--- config.mk ---
export PLATFORM = sky130hd
export DESIGN_NAME = mem_stage_sram_ctrl_flat
export DESIGN_NICKNAME = d
export VERILOG_FILES = /design/src/rtl/mem_stage_sram_ctrl_if.sv /design/src/rtl/mem_stage_sram_ctrl.sv /design/src/flat_wrapper.sv
export SDC_FILE = /design/constraint.sdc
export NUM_CORES = 1
export LEC_CHECK = 0
export BUFFER_PORTS_ARGS = -buffer_cell sky130_fd_sc_hd__buf_4
export CAP_MARGIN = 10
export CORE_MARGIN = 5
export CORE_UTILIZATION = 46
export DETAILED_ROUTE_END_ITERATION = 10
export PLACE_DENSITY = 0.73
export REMOVE_ABC_BUFFERS = 1
export SLEW_MARGIN = 15
export SYNTH_ARGS = -nofsm -noshare
export SYNTH_HDL_FRONTEND = slang
export SYNTH_SLANG_ARGS = --single-unit
--- constraint.sdc ---
create_clock -name clk -period 3.3 [get_ports clk]
set_input_delay 0.495 -clock clk [delete_from_list [all_inputs] [get_ports clk]]
set_output_delay 0.495 -clock clk [all_outputs]
set_load 0.005 [all_outputs]
--- src/rtl/mem_stage_sram_ctrl_if.sv ---
// Bus bundle between the EXE/MEM pipeline side, the memory-stage controller
// and the off-chip 16-bit SRAM.
// Optional macro MEM_ALIGN_CHECK_EN adds the misalign status line.
interface mem_stage_sram_ctrl_if #(
  parameter int WORD_WIDTH      = 32,
  parameter int SRAM_DATA_WIDTH = 16,
  parameter int SRAM_ADDR_WIDTH = 18
);
  logic                       mem_read;
  logic                       mem_write;
  logic [WORD_WIDTH-1:0]      addr;
  logic [WORD_WIDTH-1:0]      wdata;
  logic [WORD_WIDTH-1:0]      rdata;
  logic                       ready;
  logic                       freeze;
  logic [SRAM_ADDR_WIDTH-1:0] sram_addr;
  logic [SRAM_DATA_WIDTH-1:0] sram_wdata;
  logic [SRAM_DATA_WIDTH-1:0] sram_rdata;
  logic                       sram_we_n;
  logic                       sram_oe_n;
`ifdef MEM_ALIGN_CHECK_EN
  logic                       misalign;

  modport slave (
    input  mem_read, mem_write, addr, wdata, sram_rdata,
    output rdata, ready, freeze, sram_addr, sram_wdata, sram_we_n, sram_oe_n,
    output misalign
  );

  modport master (
    output mem_read, mem_write, addr, wdata, sram_rdata,
    input  rdata, ready, freeze, sram_addr, sram_wdata, sram_we_n, sram_oe_n,
    input  misalign
  );
`else
  modport slave (
    input  mem_read, mem_write, addr, wdata, sram_rdata,
    output rdata, ready, freeze, sram_addr, sram_wdata, sram_we_n, sram_oe_n
  );

  modport master (
    output mem_read, mem_write, addr, wdata, sram_rdata,
    input  rdata, ready, freeze, sram_addr, sram_wdata, sram_we_n, sram_oe_n
  );
`endif
endinterface

--- src/rtl/mem_stage_sram_ctrl.sv ---
// Memory-stage SRAM controller: splits one 32-bit load/store into a low and a
// high 16-bit SRAM access, each lasting WAIT_CYCLES clocks, and freezes the
// pipeline until the pair completes. ready pulses for one cycle in DONE.
// Optional macro MEM_ALIGN_CHECK_EN: unaligned requests skip the SRAM and
// finish immediately with misalign=1.
module mem_stage_sram_ctrl #(
  parameter int WORD_WIDTH      = 32,
  parameter int SRAM_DATA_WIDTH = 16,
  parameter int SRAM_ADDR_WIDTH = 18,
  parameter int BASE_ADDR       = 1024,
  parameter int WAIT_CYCLES     = 2
) (
  input  logic                    clk,
  input  logic                    rst,
  mem_stage_sram_ctrl_if.slave    bus
);

  localparam int IDX_W = SRAM_ADDR_WIDTH - 1;
  localparam int CNT_W = 4;
  localparam logic [CNT_W-1:0] CNT_LOAD = CNT_W'(WAIT_CYCLES - 1);

  typedef enum logic [1:0] {
    IDLE = 2'd0,
    LO   = 2'd1,
    HI   = 2'd2,
    DONE = 2'd3
  } state_t;

  // SRAM word index of a CPU byte address; subtraction wraps modulo 2^WORD_WIDTH
  // so addresses below BASE_ADDR alias the top of the SRAM.
  function automatic logic [IDX_W-1:0] word_index(input logic [WORD_WIDTH-1:0] a);
    return IDX_W'((a - WORD_WIDTH'(BASE_ADDR)) >> 2);
  endfunction

  state_t                     state_q;
  logic [CNT_W-1:0]           cnt_q;
  logic [IDX_W-1:0]           idx_q;
  logic [SRAM_DATA_WIDTH-1:0] wdata_hi_q;
  logic                       is_wr_q;
  logic [WORD_WIDTH-1:0]      rdata_q;
  logic                       ready_q;
  logic [SRAM_ADDR_WIDTH-1:0] sram_addr_q;
  logic [SRAM_DATA_WIDTH-1:0] sram_wdata_q;
  logic                       we_n_q;
  logic                       oe_n_q;
  logic                       req;
`ifdef MEM_ALIGN_CHECK_EN
  logic                       misalign_q;
  logic                       addr_unaligned;

  assign addr_unaligned = |bus.addr[1:0];
  assign bus.misalign   = misalign_q;
`endif

  assign req        = bus.mem_read | bus.mem_write;
  assign bus.freeze = req & ~ready_q;

  assign bus.rdata      = rdata_q;
  assign bus.ready      = ready_q;
  assign bus.sram_addr  = sram_addr_q;
  assign bus.sram_wdata = sram_wdata_q;
  assign bus.sram_we_n  = we_n_q;
  assign bus.sram_oe_n  = oe_n_q;

  // Access sequencer: IDLE -> LO -> HI -> DONE with registered SRAM strobes.
  always_ff @(posedge clk or posedge rst) begin
    if (rst) begin
      state_q      <= IDLE;
      cnt_q        <= '0;
      idx_q        <= '0;
      wdata_hi_q   <= '0;
      is_wr_q      <= 1'b0;
      rdata_q      <= '0;
      ready_q      <= 1'b0;
      sram_addr_q  <= '0;
      sram_wdata_q <= '0;
      we_n_q       <= 1'b1;
      oe_n_q       <= 1'b1;
`ifdef MEM_ALIGN_CHECK_EN
      misalign_q   <= 1'b0;
`endif
    end else begin
      case (state_q)
        IDLE: begin
          ready_q <= 1'b0;
          if (req) begin
            // A simultaneous read and write is treated as a write.
            is_wr_q    <= bus.mem_write;
            idx_q      <= word_index(bus.addr);
            wdata_hi_q <= bus.wdata[WORD_WIDTH-1:SRAM_DATA_WIDTH];
`ifdef MEM_ALIGN_CHECK_EN
            if (addr_unaligned) begin
              // Reject without touching the SRAM; report in DONE.
              ready_q    <= 1'b1;
              misalign_q <= 1'b1;
              state_q    <= DONE;
            end else begin
              cnt_q        <= CNT_LOAD;
              sram_addr_q  <= {word_index(bus.addr), 1'b0};
              sram_wdata_q <= bus.wdata[SRAM_DATA_WIDTH-1:0];
              we_n_q       <= ~bus.mem_write;
              oe_n_q       <= bus.mem_write;
              state_q      <= LO;
            end
`else
            cnt_q        <= CNT_LOAD;
            sram_addr_q  <= {word_index(bus.addr), 1'b0};
            sram_wdata_q <= bus.wdata[SRAM_DATA_WIDTH-1:0];
            we_n_q       <= ~bus.mem_write;
            oe_n_q       <= bus.mem_write;
            state_q      <= LO;
`endif
          end
        end

        LO: begin
          if (cnt_q == '0) begin
            if (!is_wr_q) begin
              rdata_q[SRAM_DATA_WIDTH-1:0] <= bus.sram_rdata;
            end
            cnt_q        <= CNT_LOAD;
            sram_addr_q  <= {idx_q, 1'b1};
            sram_wdata_q <= wdata_hi_q;
            state_q      <= HI;
          end else begin
            cnt_q <= cnt_q - 1'b1;
          end
        end

        HI: begin
          if (cnt_q == '0) begin
            if (!is_wr_q) begin
              rdata_q[WORD_WIDTH-1:SRAM_DATA_WIDTH] <= bus.sram_rdata;
            end
            we_n_q  <= 1'b1;
            oe_n_q  <= 1'b1;
            ready_q <= 1'b1;
            state_q <= DONE;
          end else begin
            cnt_q <= cnt_q - 1'b1;
          end
        end

        DONE: begin
          // The pipeline advances on this edge, so the held request is not restarted.
          ready_q <= 1'b0;
`ifdef MEM_ALIGN_CHECK_EN
          misalign_q <= 1'b0;
`endif
          state_q <= IDLE;
        end

        default: begin
          state_q <= IDLE;
        end
      endcase
    end
  end

endmodule

--- src/flat_wrapper.sv ---
// flat-port wrapper written by rule: the top's interface ports become plain ports
module mem_stage_sram_ctrl_flat 
#(
  parameter int WORD_WIDTH      = 32,
  parameter int SRAM_DATA_WIDTH = 16,
  parameter int SRAM_ADDR_WIDTH = 18,
  parameter int BASE_ADDR       = 1024,
  parameter int WAIT_CYCLES     = 2
)
  (clk, rst, bus_mem_read, bus_mem_write, bus_addr, bus_wdata, bus_sram_rdata, bus_rdata, bus_ready, bus_freeze, bus_sram_addr, bus_sram_wdata, bus_sram_we_n, bus_sram_oe_n);
  mem_stage_sram_ctrl_if #(.WORD_WIDTH(WORD_WIDTH), .SRAM_DATA_WIDTH(SRAM_DATA_WIDTH), .SRAM_ADDR_WIDTH(SRAM_ADDR_WIDTH)) bus_i ();
  input  logic clk;
  input  logic rst;
  input wire logic [$bits(bus_i.mem_read)-1:0] bus_mem_read;
  input wire logic [$bits(bus_i.mem_write)-1:0] bus_mem_write;
  input wire logic [$bits(bus_i.addr)-1:0] bus_addr;
  input wire logic [$bits(bus_i.wdata)-1:0] bus_wdata;
  input wire logic [$bits(bus_i.sram_rdata)-1:0] bus_sram_rdata;
  output wire logic [$bits(bus_i.rdata)-1:0] bus_rdata;
  output wire logic [$bits(bus_i.ready)-1:0] bus_ready;
  output wire logic [$bits(bus_i.freeze)-1:0] bus_freeze;
  output wire logic [$bits(bus_i.sram_addr)-1:0] bus_sram_addr;
  output wire logic [$bits(bus_i.sram_wdata)-1:0] bus_sram_wdata;
  output wire logic [$bits(bus_i.sram_we_n)-1:0] bus_sram_we_n;
  output wire logic [$bits(bus_i.sram_oe_n)-1:0] bus_sram_oe_n;
  assign bus_i.mem_read = bus_mem_read;
  assign bus_i.mem_write = bus_mem_write;
  assign bus_i.addr = bus_addr;
  assign bus_i.wdata = bus_wdata;
  assign bus_i.sram_rdata = bus_sram_rdata;
  assign bus_rdata = bus_i.rdata;
  assign bus_ready = bus_i.ready;
  assign bus_freeze = bus_i.freeze;
  assign bus_sram_addr = bus_i.sram_addr;
  assign bus_sram_wdata = bus_i.sram_wdata;
  assign bus_sram_we_n = bus_i.sram_we_n;
  assign bus_sram_oe_n = bus_i.sram_oe_n;
  mem_stage_sram_ctrl #(.WORD_WIDTH(WORD_WIDTH), .SRAM_DATA_WIDTH(SRAM_DATA_WIDTH), .SRAM_ADDR_WIDTH(SRAM_ADDR_WIDTH), .BASE_ADDR(BASE_ADDR), .WAIT_CYCLES(WAIT_CYCLES)) u_core (.clk(clk), .rst(rst), .bus(bus_i));
endmodule
# Yosys cells after proc, flatten, opt, wreduce, memory -nomap -nowiden
# Index checks and enable logic that the tools add are counted.
dict set report word_totals {
  regBits 109
  out_inout_bits 70
}
dict set report op_classes {
  addsub 2
  n_eq_ne 7
  mux 20
  n_bitwise 5
  reduce_logical 15
}
# cell count
set ops {}
lappend ops {{2-to-1 mux 18 bit} 2}
lappend ops {{case mux 18 bit (2 select lines)} 1}
lappend ops {{2-to-1 mux 16 bit} 2}
lappend ops {{case mux 16 bit (2 select lines)} 1}
lappend ops {{subtractor 19 x 11 -> 19 bit, second input constant} 1}
lappend ops {{AND reduction 3 bit} 6}
lappend ops {{2-to-1 mux 4 bit} 3}
lappend ops {{case mux 4 bit (3 select lines)} 1}
lappend ops {{case mux 2 bit (4 select lines)} 1}
lappend ops {{2-to-1 mux 2 bit} 3}
lappend ops {{!= test 2 x 1 -> 1 bit, second input constant} 3}
lappend ops {{case mux 1 bit (2 select lines)} 3}
lappend ops {{nonzero test 2 bit} 3}
lappend ops {{== test 2 bit, second input constant} 2}
lappend ops {{zero test 4 bit} 1}
lappend ops {{AND reduction 2 bit} 2}
lappend ops {{subtractor 4 x 1 -> 4 bit, second input constant} 1}
lappend ops {{2-to-1 mux 1 bit} 3}
lappend ops {{NOT 1 bit} 3}
lappend ops {{nonzero test 3 bit} 1}
lappend ops {{== test 2 x 1 -> 1 bit, second input constant} 1}
lappend ops {{zero test 2 bit} 1}
lappend ops {{!= test 2 bit, second input constant} 1}
lappend ops {{OR reduction 2 bit} 1}
lappend ops {{other kinds (2)} 2}

# Logic depth before layout (Yosys ltp)
# Gate-level depths: netlist of the first run.
dict set report logic_depth {
  depth_word 4
  mapped_depth 9
}

# Least setup slack after synthesis of the first run
# Ideal clock, no wire load.
dict set report synth_path {
  kind {register to register}
  from {register u_core.cnt_q[0]}
  to {register u_core.sram_addr_q[1], in the netlist u_core.bus.sram_addr[1]}
  t_arrival_ps 1817
  t_required_ps 3176
  setup_slack_ps 1359
  stages_incl_launch_ff 10
  path_cell_list {dfrtp_1 > inv_1 > ha_1 > or3b_1 > buf_2 > a211o_1 > buf_6 > buf_6 > nand2_1 > o21ai_1}
}
dict set report synth_via {
  elab_chain_len 3
}
# item line
set synth_rtl {}
lappend synth_rtl {{start, declared} mem_stage_sram_ctrl.sv:36} ;# logic [CNT_W-1:0] cnt_q;
lappend synth_rtl {{start signal, assigned} mem_stage_sram_ctrl.sv:126} ;# cnt_q <= cnt_q - 1'b1;
lappend synth_rtl {{start signal, assigned} mem_stage_sram_ctrl.sv:140} ;# cnt_q <= cnt_q - 1'b1;
lappend synth_rtl {{zero test 4 bit} mem_stage_sram_ctrl.sv:117} ;# if (cnt_q == '0) begin
lappend synth_rtl {{!= test 2 x 1 -> 1 bit (no line)} n/a}
lappend synth_rtl {{AND reduction 3 bit (no line)} n/a}
lappend synth_rtl {{end signal, assigned} mem_stage_sram_ctrl.sv:107} ;# sram_addr_q <= {word_index(bus.addr), 1'b0};
lappend synth_rtl {{end signal, assigned} mem_stage_sram_ctrl.sv:122} ;# sram_addr_q <= {idx_q, 1'b1};
lappend synth_rtl {{end, declared} mem_stage_sram_ctrl.sv:42} ;# logic [SRAM_ADDR_WIDTH-1:0] sram_addr_q;
# Every way passes these cells.
# A chain may end at the register's enable or synchronous reset.

# Worst setup path after layout of the first run
dict set report layout_path {
  from {register u_core.state_q[1]}
  to {register u_core.sram_wdata_q[2], in the netlist u_core.bus.sram_wdata[2]}
}
dict set report layout_via {
  elab_chain_len 3
  elab_cells_between_ends 7
  classes_between {eq/ne: 3; mux: 1; reduce/logical: 3}
}
# item line
set layout_rtl {}
lappend layout_rtl {{start, declared} mem_stage_sram_ctrl.sv:35} ;# state_t state_q;
lappend layout_rtl {{start signal, assigned} mem_stage_sram_ctrl.sv:68} ;# state_q <= IDLE;
lappend layout_rtl {{start signal, assigned} mem_stage_sram_ctrl.sv:111} ;# state_q <= LO;
lappend layout_rtl {{start signal, assigned} mem_stage_sram_ctrl.sv:124} ;# state_q <= HI;
lappend layout_rtl {{== test 2 x 1 -> 1 bit / zero test 2 bit (equally long branches)} mem_stage_sram_ctrl.sv:83} ;# case (state_q)
lappend layout_rtl {{!= test 2 x 1 -> 1 bit (no line) / nonzero test 2 bit (equally long branches)} n/a}
lappend layout_rtl {{AND reduction 3 bit (no line)} n/a}
lappend layout_rtl {{end signal, assigned} mem_stage_sram_ctrl.sv:108} ;# sram_wdata_q <= bus.wdata[SRAM_DATA_WIDTH-1:0];
lappend layout_rtl {{end signal, assigned} mem_stage_sram_ctrl.sv:123} ;# sram_wdata_q <= wdata_hi_q;
lappend layout_rtl {{end, declared} mem_stage_sram_ctrl.sv:43} ;# logic [SRAM_DATA_WIDTH-1:0] sram_wdata_q;
# Several ways; a longest one is shown, not always the timed one.

==> impl_summary.txt, run 1 <==
----------------------------------------------------
[Setup path]
  Required time worst endpoint ... 3.51 ns
  Arrival time of the worst setup path ... 2.67 ns
  Largest fanout on the critical path ... 58
  Slowest stage cell, crit path ... sky130_fd_sc_hd__a211o_2
  Nature of the critical path startpoint ... flip-flop
  Highest cell delay on the worst timing path ... 0.73 ns
  Worst Setup End Kind ... flip-flop
  Crit Path Class ... flip-flop to flip-flop
  Critical path, cell by cell ... inv_1, ha_1, nor3b_2, buf_4, a211o_2, o21ai_0

[Routing]
  Total Routed Length ... 10.6 mm
  Average routed wire per standard cell ... 15.9 um
  Routed vias ... 3370
  DRC Markers ... 0
  Routed Antenna Nets ... 0
  Average vias per placed instance ... 5.07
  First-pass iteration count of the detailed router ... 4
  First-iteration detailed-routing DRC count ... 131

[Floorplanning]
  Die Y-Extent ... 112 um
  Count of pins on the block boundary ... 154
  Area of the die ... 12500 sq um
  Area of the placeable core ... 10200 sq um
  Initial core utilization ... 0.466
  Overall die width ... 112 um
  Number of placement rows ... 37

[STA]
  Highest Clock Rate ... 0.406 GHz
  Final-report hold violation count ... 0
  Final clock skew ... 0.0135 ns
  Slew at the pin closest to its max-slew limit ... 0.957 ns
  Unrepaired setup endpoints after global routing ... false
  Fraction of the cycle the final worst path needs ... 0.746
  Final setup violation count ... 0
  Setup TNS ... 0 ns
  Worst slew margin relative to its limit ... 0.362
  Slew Viols, Final ... 0
  Post-layout min period ... 2.46 ns

[GRT]
  First-pass GRT wire length ... 17.5 mm
  Aggregate global-route resource usage ... 0.173
  Maximum number of pins on one net before global-route repair ... 59
  Initial antenna violation count ... 0
  Via count of the first global-routing pass ... 3541
  Global route overflow ... 0

[Final layout]
  Synth-to-Final Area Change ... 29.0%
  NumNets Final ... 616
  Non-filler instance count after layout ... 665
  Post-Layout Inst Area ... 6120 sq um
  Utilization of the core after routing ... 0.601
  ANT cells ... 0
  Fraction of final layout cells with drive strength greater than 1 ... 0.433

[Place]
  Total cell area at the placement stage ... 5900 sq um
  Buffers added on ports ... 138
  Half-perimeter wire length after placement ... 7.81 mm
  GP Congestion ... 0.771
  Placed Cells incl. Taps ... 649

[Clock network]
  Total CTS buffers ... 9
  Number of setup buffers added after CTS ... 0
  Longest Clk Path Bufs ... 2
  Number of clock sinks ... 109
  TritonCTS clock tree ... done
  Maximum level of the CTS H-tree ... 3
  CTS hold repair buffers ... 0
  Clk_lat worst skew ... 0.36 ns
  Number of cells upsized or downsized after cts ... 0
  Clock root buffer master ... sky130_fd_sc_hd__clkbuf_8
  Register clock-pin slew on the reported worst setup and hold paths ... 0.11 ns

[Hold path]
  Class of the most critical hold timing path ... input port to asynchronous set/reset pin

[Synthesis]
  Number of warnings issued by yosys ... 0
  Combined area of all synthesized cells ... 4750 sq um
  Post-synthesis sequential element count ... 109
  Yosys cell types ... 40
  Avg Cell Area, Syn ... 12.2 sq um
  Proportion of synthesized chip area in sequential cells ... 0.575
  Post-Synthesis Cells ... 390

[Power and ir drop]
  Leakage power ... 2.84 nW
  Peak supply drop ... 0.484 mV
  Pwr Total ... 5.95 mW
  Pwr/cell area ... 972 nW/um^2

[Job]
  Number of maximum-capacitance constraint violations ... 0

[Outcome]
  Result of the run ... finished clean

----------------------------------------------------
where the power goes:
group	internal (mW)	switching, mW	total [mW]
clock	0.438	0.465	0.904
sequential	2.02	0.359	2.38
combinational	1.40	1.27	2.67
total	3.85	2.10	5.95
per-layer routing:
layer,part of all wire,GRT usage,up-vias
met5,0,0,-
met1,0.39,0.194,1657
met4,0.014,0.0438,0
li1,-,-,1618
met3,0.079,0.0745,11
met2,0.51,0.302,84
cells in the mapped netlist (all sizes together):
master,count,share of area
o311ai,1,0.0018
xor2,3,0.0055
o32a,1,0.0021
clkbuf,6,0.0050
a21oi,10,0.011
mux2i,25,0.053
dfstp,2,0.011
buf,14,0.022
nand2,53,0.043
o211ai,4,0.0063
dfrtp,107,0.56
a211o,2,0.0037
inv,9,0.0071
nor4,4,0.0053
a22oi,2,0.0032
nand2b,3,0.0040
o21ai,42,0.044
nor3,1,0.0011
nand3,6,0.0063
o31a,1,0.0018
o22a,1,0.0018
nor2,12,0.011
xnor2,4,0.0074
nor2b,2,0.0026
o31ai,2,0.0032
mux2,58,0.14
ha,8,0.021
or3,1,0.0013
a211oi,1,0.0042
nor3b,3,0.0058
or3b,2,0.0037
logic make-up after synthesis:
| family | count (synthesis) | share of synthesized area |
|---|---|---|
| buffers and inverters | 29 | 0.0337 |
| XOR/XNOR | 7 | 0.0129 |
| adder cells (fa/ha/maj) | 8 | 0.0211 |
| AND/OR/NAND/NOR | 87 | 0.0841 |
| flip-flops | 109 | 0.575 |
| multiplexers | 83 | 0.190 |
| AO/OA/AOI/OAI | 67 | 0.0830 |
sequential cells by signal, indices dropped and copies added (netlist names):
signal and cells:
u_core.bus.rdata 32, u_core.bus.sram_addr 18, u_core.idx_q 17, u_core.bus.sram_wdata 16
u_core.wdata_hi_q 16, u_core.cnt_q 4, u_core.state_q 2, u_core.bus.ready 1
u_core.bus.sram_oe_n 1, u_core.bus.sram_we_n 1, u_core.is_wr_q 1
final timing paths:
| check | slack [ns] | from | cells after the start | end |
|---|---|---|---|---|
| min in group clk | 0.36 | bus_wdata[21] | 2 | u_core.wdata_hi_q[5] |
| worst max register to register | 0.84 | u_core.state_q[1] | 6 | u_core.bus.sram_wdata[2] |
| worst min register to register | 0.49 | u_core.idx_q[16] | 2 | u_core.idx_q[16] |
| max in group asynchronous | 2.30 | rst | 3 | u_core.bus.rdata[10] |
| worst max-delay path | 0.84 | u_core.state_q[1] | 6 | u_core.bus.sram_wdata[2] |
| worst min-delay path | 0.24 | rst | 2 | u_core.bus.rdata[27] |
layout by cell type (no fill, tap or decap), drive strengths merged, types with 2 or more instances in the layout:
master / netlist / layout
a22oi: 2 / 2
buf: 14 / 143
o31ai: 2 / 2
o211ai: 4 / 4
nand2: 53 / 53
nor2: 12 / 12
dfrtp: 107 / 107
inv: 9 / 11
o21ai: 42 / 42
xor2: 3 / 3
or3b: 2 / 2
a21oi: 10 / 10
a211o: 2 / 2
nand3: 6 / 6
bufinv: 0 / 2
mux2i: 25 / 25
nand2b: 3 / 3
dfstp: 2 / 2
clkinv: 0 / 2
ha: 8 / 8
nor2b: 2 / 2
mux2: 58 / 58
nor4: 4 / 4
xnor2: 4 / 4
nor3b: 3 / 3
clkbuf: 6 / 9
worst max-delay path: cells and delay by family, from the launching register on:
| family | cells | cell delay [ns] |
|---|---|---|
| compound gates | 2 | 0.96 |
| fa+ha+maj | 1 | 0.37 |
| buf+inv | 2 | 0.31 |
| flops | 1 | 0.41 |
| simple gates | 1 | 0.22 |
per-stage QoR:
step	hold slack (ns)	worst slack [ns]
floorplan	0.449	-0.0656
global route	0.292	0.615
finish	0.240	0.839
CTS	0.257	0.814
global placement	0.462	0.893
detailed placement	0.472	0.825
area by class of cell:
cell class              instances  area [sq um]
multi-input cells             252          1870
clock inverters                 7           105
inverters                       9          36.3
clock buffers                   9           124
well taps                     136           170
fillers                       868          4060
flip-flops and latches        109          2730
repair buffers                143          1090
Power figures use the tool's default switching activity.
==> inputs of run 2 (changes only) <==
--- a/config.mk
+++ b/config.mk
@@ -8,9 +8,9 @@
 export BUFFER_PORTS_ARGS = -buffer_cell sky130_fd_sc_hd__buf_4
 export CAP_MARGIN = 10
 export CORE_MARGIN = 5
-export CORE_UTILIZATION = 46
+export CORE_UTILIZATION = 51
 export DETAILED_ROUTE_END_ITERATION = 10
-export PLACE_DENSITY = 0.73
+export PLACE_DENSITY = 0.77
 export REMOVE_ABC_BUFFERS = 1
 export SLEW_MARGIN = 15
 export SYNTH_ARGS = -nofsm -noshare
==> constraint.sdc (replaced) <==
create_clock -name clk -period 2.5 [get_ports clk]
set_input_delay 0.375 -clock clk [delete_from_list [all_inputs] [get_ports clk]]
set_output_delay 0.375 -clock clk [all_outputs]
set_load 0.005 [all_outputs]
==> run 2 against run 1 <==
Critical path depth stayed put. Wire length grew 1.0%. Die area decreased by 8.9%. Non-clock buffer count is 3 higher. Flip-flop and latch count stayed put. Via count down 0.59%. Worst setup slack got worse by 0.60 ns. Register-to-register slack worse by 0.60 ns. Sequential share of layout area up 0.23 points.
==> impl_summary.txt, run 2 (same netlist as run 1, synthesis figures left out) <==
----------------------------------------------------
[Clock network]
  Maximum level of the CTS H-tree ... 3
  Number of clock sinks ... 109
  TritonCTS clock tree ... done
  Longest Clk Path Bufs ... 2
  Clock root buffer master ... sky130_fd_sc_hd__clkbuf_8
  Total CTS buffers ... 9
  Number of cells upsized or downsized after cts ... 0
  Register clock-pin slew on the reported worst setup and hold paths ... 0.11 ns
  CTS hold repair buffers ... 0
  Number of setup buffers added after CTS ... 0
  Clk_lat worst skew ... 0.36 ns

[Floorplanning]
  Initial core utilization ... 0.519
  Die Y-Extent ... 106 um
  Area of the placeable core ... 9150 sq um
  Overall die width ... 106 um
  Area of the die ... 11300 sq um
  Count of pins on the block boundary ... 154
  Number of placement rows ... 35

[STA]
  Post-layout min period ... 2.26 ns
  Unrepaired setup endpoints after global routing ... false
  Highest Clock Rate ... 0.442 GHz
  Final clock skew ... 0.0209 ns
  Setup TNS ... 0 ns
  Final setup violation count ... 0
  Fraction of the cycle the final worst path needs ... 0.904
  Final-report hold violation count ... 0
  Worst slew margin relative to its limit ... 0.575
  Slew at the pin closest to its max-slew limit ... 0.636 ns
  Slew Viols, Final ... 0

[GRT]
  Via count of the first global-routing pass ... 3562
  Initial antenna violation count ... 0
  Global route overflow ... 0
  Aggregate global-route resource usage ... 0.196
  First-pass GRT wire length ... 17.8 mm
  Maximum number of pins on one net before global-route repair ... 54

[Setup path]
  Critical R2R Launch ... u_core.cnt_q[0]
  Arrival time of the worst setup path ... 2.52 ns
  Required time worst endpoint ... 2.76 ns
  Slowest stage cell, crit path ... sky130_fd_sc_hd__or3b_1
  Worst Setup End Kind ... flip-flop
  Destination of the worst register-to-register timing path ... u_core.bus.sram_wdata[2]
  Worst-case reg-to-reg path depth ... 6
  Largest fanout on the critical path ... 53
  Reg2Reg Setup Slack ... 0.24 ns
  Critical path, cell by cell ... inv_1, ha_1, or3b_1, a211o_2, buf_12, o21ai_0
  Nature of the critical path startpoint ... flip-flop
  Crit Path Class ... flip-flop to flip-flop
  Highest cell delay on the worst timing path ... 0.52 ns

[Power and ir drop]
  Pwr/cell area ... 1280 nW/um^2
  Pwr Total ... 7.78 mW
  Peak supply drop ... 0.595 mV
  Leakage power ... 2.84 nW

[Final layout]
  Fraction of final layout cells with drive strength greater than 1 ... 0.436
  ANT cells ... 0
  Non-filler instance count after layout ... 643
  NumNets Final ... 619
  Most frequent cells in the layout ... sky130_fd_sc_hd__buf_4, sky130_fd_sc_hd__dfrtp_1, sky130_fd_sc_hd__mux2_2
  Synth-to-Final Area Change ... 28.3%
  Most common library cell in the layout ignoring fill and taps ... sky130_fd_sc_hd__buf_4
  Number of flip-flops under the largest register name ... 32
  Number of filler cells placed in the layout ... 709

[Job]
  Number of maximum-capacitance constraint violations ... 0

[Routing]
  Average vias per placed instance ... 5.21
  Routed vias ... 3350
  Routed Antenna Nets ... 0
  First-pass iteration count of the detailed router ... 4
  Average routed wire per standard cell ... 16.6 um
  First-iteration detailed-routing DRC count ... 126
  DRC Markers ... 0
  Total Routed Length ... 10.7 mm

[Place]
  Placed Cells incl. Taps ... 627
  Buffers added on ports ... 138
  GP Congestion ... 0.818
  Half-perimeter wire length after placement ... 7.98 mm

[Outcome]
  Result of the run ... finished clean

[Hold path]
  Class of the most critical hold timing path ... input port to asynchronous set/reset pin

----------------------------------------------------
run 2: cell count changes in the layout (fill, tap and decap cells not counted), sizes merged:
cell	before	now
clkinv	2	1
buf	143	146
bufinv	2	0
clkbuf	9	11
clkinvlp	1	3
inv	11	10
run 2: how the worst max path moves through the flow:
stage,startpoint,to,slack [ns],depth (start not counted)
after floorplan,rst,u_core.bus.rdata[0],-0.75,1
after global placement,u_core.cnt_q[0],u_core.bus.sram_addr[15],0.34,7
after detailed placement,u_core.cnt_q[0],u_core.bus.sram_wdata[3],0.28,6
after CTS,u_core.cnt_q[0],u_core.bus.sram_wdata[2],0.26,6
after global routing,u_core.cnt_q[0],u_core.bus.sram_wdata[2],0.12,6
final,u_core.cnt_q[0],u_core.bus.sram_wdata[2],0.24,6
run 2: cell type report:
type	count	area, sq um	area share
clock buffer	11	151	0.0248
clock inverter	5	42.5	0.00698
inverter	9	36.3	0.00595
multi-input combinational	252	1870	0.307
sequential	109	2730	0.448
tap	111	139	0.0228
timing repair buffer	146	1120	0.184
run 2: metrics by stage:
stage	hold slack, ns	instance area (sq um)	setup slack [ns]	util
after floorplan	0.449	4620	-0.746	-
final	0.101	6090	0.239	0.666
after CTS	0.103	6090	0.264	0.666
after global placement	0.462	5900	0.339	0.645
after detailed placement	0.471	5900	0.283	0.645
after global routing	0.117	6090	0.119	0.666
run 2: critical path, delay by kind of cell, from the launching register on:
| family | cells | cell delay, ns |
|---|---|---|
| DFF | 1 | 0.43 |
| buffers and inverters | 2 | 0.32 |
| AOI/OAI and AO/OA | 2 | 0.70 |
| and+or+nand+nor | 1 | 0.52 |
| adders and majority gates | 1 | 0.16 |
run 2: metal layers:
metal  wire (um)  GRT usage  vias to the layer above
li1            -          -                     1631
met1        4270      0.244                     1633
met2        5500      0.322                       76
met3         789     0.0668                       10
met4         142     0.0630                        0
met5           0          0                        -
run 2: power breakdown:
group	total, mW	leakage, nW	internal [mW]	switching [mW]
Clock	1.03	0.0897	0.427	0.605
Sequential	3.13	1.31	2.66	0.472
Combinational	3.62	1.44	1.91	1.70
Total	7.78	2.84	5.00	2.78
==> inputs of run 3 (changes only) <==
--- a/config.mk
+++ b/config.mk
@@ -12,6 +12,7 @@
 export DETAILED_ROUTE_END_ITERATION = 10
 export PLACE_DENSITY = 0.77
 export REMOVE_ABC_BUFFERS = 1
+export SETUP_SLACK_MARGIN = 0.1
 export SLEW_MARGIN = 15
 export SYNTH_ARGS = -nofsm -noshare
 export SYNTH_HDL_FRONTEND = slang
==> constraint.sdc (replaced) <==
create_clock -name clk -period 2.5 [get_ports clk]
set_input_delay 0.125 -clock clk [delete_from_list [all_inputs] [get_ports clk]]
set_output_delay 0.125 -clock clk [all_outputs]
set_load 0.005 [all_outputs]
==> run 3 against run 2 <==
Critical path type unchanged. Register-to-register slack improved by 0.09 ns. Final area is 6.7% higher. Clock-buffer cell count shrank 2. Via count is 5.7% higher. Largest power group unchanged.
==> impl_summary.txt, run 3 (same netlist as run 1, synthesis figures left out) <==
----------------------------------------------------
[Power and ir drop]
  Pwr Total ... 7.95 mW
  Combinational group share of total power ... 0.465
  Pwr/cell area ... 1220 nW/um^2
  Leakage power ... 3.01 nW
  Clock group share of total power ... 0.139
  Internal power ... 5.10 mW
  Switching Fraction ... 0.358
  Fraction of power consumed by sequential logic ... 0.396
  Peak supply drop ... 0.604 mV
  Sw Pwr ... 2.85 mW

[Setup path]
  Highest cell delay on the worst timing path ... 0.52 ns
  Worst Setup End Kind ... flip-flop
  Slowest stage cell, crit path ... sky130_fd_sc_hd__or3b_1
  Largest fanout on the critical path ... 16
  Nature of the critical path startpoint ... flip-flop
  Crit Path Class ... flip-flop to flip-flop
  Required time worst endpoint ... 2.75 ns
  Arrival time of the worst setup path ... 2.42 ns
  Critical path, cell by cell ... inv_1, ha_1, or3b_1, nor2_4, nand2_2, mux2_2

[Routing]
  Average vias per placed instance ... 5.19
  Total Routed Length ... 11.5 mm
  Routed vias ... 3540
  First-pass iteration count of the detailed router ... 4
  Routed Antenna Nets ... 0
  First-iteration detailed-routing DRC count ... 144
  Average routed wire per standard cell ... 16.8 um
  DRC Markers ... 0

[Final layout]
  Number of filler cells placed in the layout ... 640
  Synth-to-Final Area Change ... 36.9%
  Fraction of final layout cells with drive strength greater than 1 ... 0.405
  Number of flip-flops under the largest register name ... 32
  Most common library cell in the layout ignoring fill and taps ... sky130_fd_sc_hd__buf_4
  NumNets Final ... 657
  Most frequent cells in the layout ... sky130_fd_sc_hd__buf_4, sky130_fd_sc_hd__dfrtp_1, sky130_fd_sc_hd__mux2_2
  Utilization of the core after routing ... 0.710

[Clock network]
  Longest Clk Path Bufs ... 2
  TritonCTS clock tree ... done
  Maximum level of the CTS H-tree ... 3
  Number of clock sinks ... 109
  Register clock-pin slew on the reported worst setup and hold paths ... 0.11 ns
  Clock root buffer master ... sky130_fd_sc_hd__clkbuf_8
  Clk_lat worst skew ... 0.37 ns
  Total CTS buffers ... 9
  Number of setup buffers added after CTS ... 0

[GRT]
  Global route overflow ... 0
  Initial antenna violation count ... 1
  First-pass GRT wire length ... 19.2 mm
  Aggregate global-route resource usage ... 0.211
  Maximum number of pins on one net before global-route repair ... 57
  Via count of the first global-routing pass ... 3858

[Place]
  Worst setup slack after placement ... 0.340 ns
  GP Congestion ... 0.778
  Half-perimeter wire length after placement ... 8.01 mm
  Buffers added on ports ... 138

[STA]
  Final setup violation count ... 0
  Post-layout min period ... 2.18 ns
  Fraction of the cycle the final worst path needs ... 0.870
  Setup TNS ... 0 ns
  Slew at the pin closest to its max-slew limit ... 0.672 ns
  Unrepaired setup endpoints after global routing ... false
  Final-report hold violation count ... 0
  Slew Viols, Final ... 0
  Hold slack ... 0.0135 ns
  Worst slew margin relative to its limit ... 0.550
  Post-route setup slack ... 0.325 ns
  Final clock skew ... 0.0161 ns
  Highest Clock Rate ... 0.460 GHz

[Hold path]
  Class of the most critical hold timing path ... input port to flip-flop

[Floorplanning]
  Area of the die ... 11300 sq um
  Area of the placeable core ... 9150 sq um
  Die Y-Extent ... 106 um
  Overall die width ... 106 um
  Number of placement rows ... 35
  Initial core utilization ... 0.519
  Count of pins on the block boundary ... 154

[Outcome]
  Result of the run ... finished clean

[Job]
  Number of maximum-capacitance constraint violations ... 0

----------------------------------------------------
## run 3: changes by cell type in the layout (fill, tap and decap cells not counted), sizes merged
cell,before,now
bufinv,0,1
clkinv,1,2
inv,10,12
buf,146,145
dlygate4sd3,0,39
clkbuf,11,9
clkinvlp,3,1
diode,0,1
## run 3: cell type report
| class | instances | area [sq um] | share of cell area |
|---|---|---|---|
| Antenna cell | 1 | 2.50 | 0.000385 |
| Clock buffer | 9 | 124 | 0.0191 |
| Clock inverter | 7 | 80.1 | 0.0123 |
| Inverter | 9 | 36.3 | 0.00558 |
| Multi-Input combinational cell | 252 | 1870 | 0.288 |
| Sequential cell | 109 | 2730 | 0.420 |
| Tap cell | 111 | 139 | 0.0214 |
| Timing Repair Buffer | 184 | 1520 | 0.233 |
## run 3: path summary, 6_finish.rpt
path | start | end | slack (ns) | cells past startpoint
worst max-delay path | u_core.cnt_q[0] | u_core.bus.rdata[15] | 0.32 | 6
worst min register to register | u_core.bus.sram_wdata[11] | u_core.bus.sram_wdata[11] | 0.49 | 2
worst min-delay path | bus_addr[8] | u_core.idx_q[6] | 0.01 | 2
max in group asynchronous | rst | u_core.wdata_hi_q[3] | 1.40 | 4
min in group asynchronous | rst | u_core.bus.rdata[2] | 0.36 | 3
worst max register to register | u_core.cnt_q[0] | u_core.bus.rdata[15] | 0.32 | 6
## run 3: power by group through the flow
stage	Clock, mW	Sequential (mW)	Combinational [mW]
finish	1.11	3.15	3.69
global route	1.19	3.27	4.09
CTS	1.12	3.15	3.75
detailed placement	0	3.18	3.70
global placement	0	3.11	3.55
floorplan	0	3.13	2.05
## run 3: timing repair
| item | 4_1_cts | 5_1_grt |
|---|---|---|
| resized for setup | 0 | 0 |
| hold buffers | 39 | 0 |
| setup endpoints to repair | 0 | 0 |
| hold endpoints to repair | 86 | 0 |
## run 3: metrics by stage
stage	area (sq um)	instances
after floorplan	4620	370
after global placement	5900	626
after detailed placement	5900	626
after CTS	6500	681
after global routing	6500	682
final	6500	682
## run 3: worst max-delay path, delay by kind of cell, from the launching register on
family | cells | cell delay [ns]
and+or+nand+nor | 3 | 0.98
DFF | 1 | 0.43
muxes | 1 | 0.38
adders and majority gates | 1 | 0.16
buffers and inverters | 1 | 0.11
## run 3: per-layer routing
metal  GRT usage  wire, um  up-vias
met3      0.0528       688       14
met1       0.260      4580     1740
met5           0         0        -
met2       0.369      6060       79
li1            -         -     1707
met4      0.0621       138        0
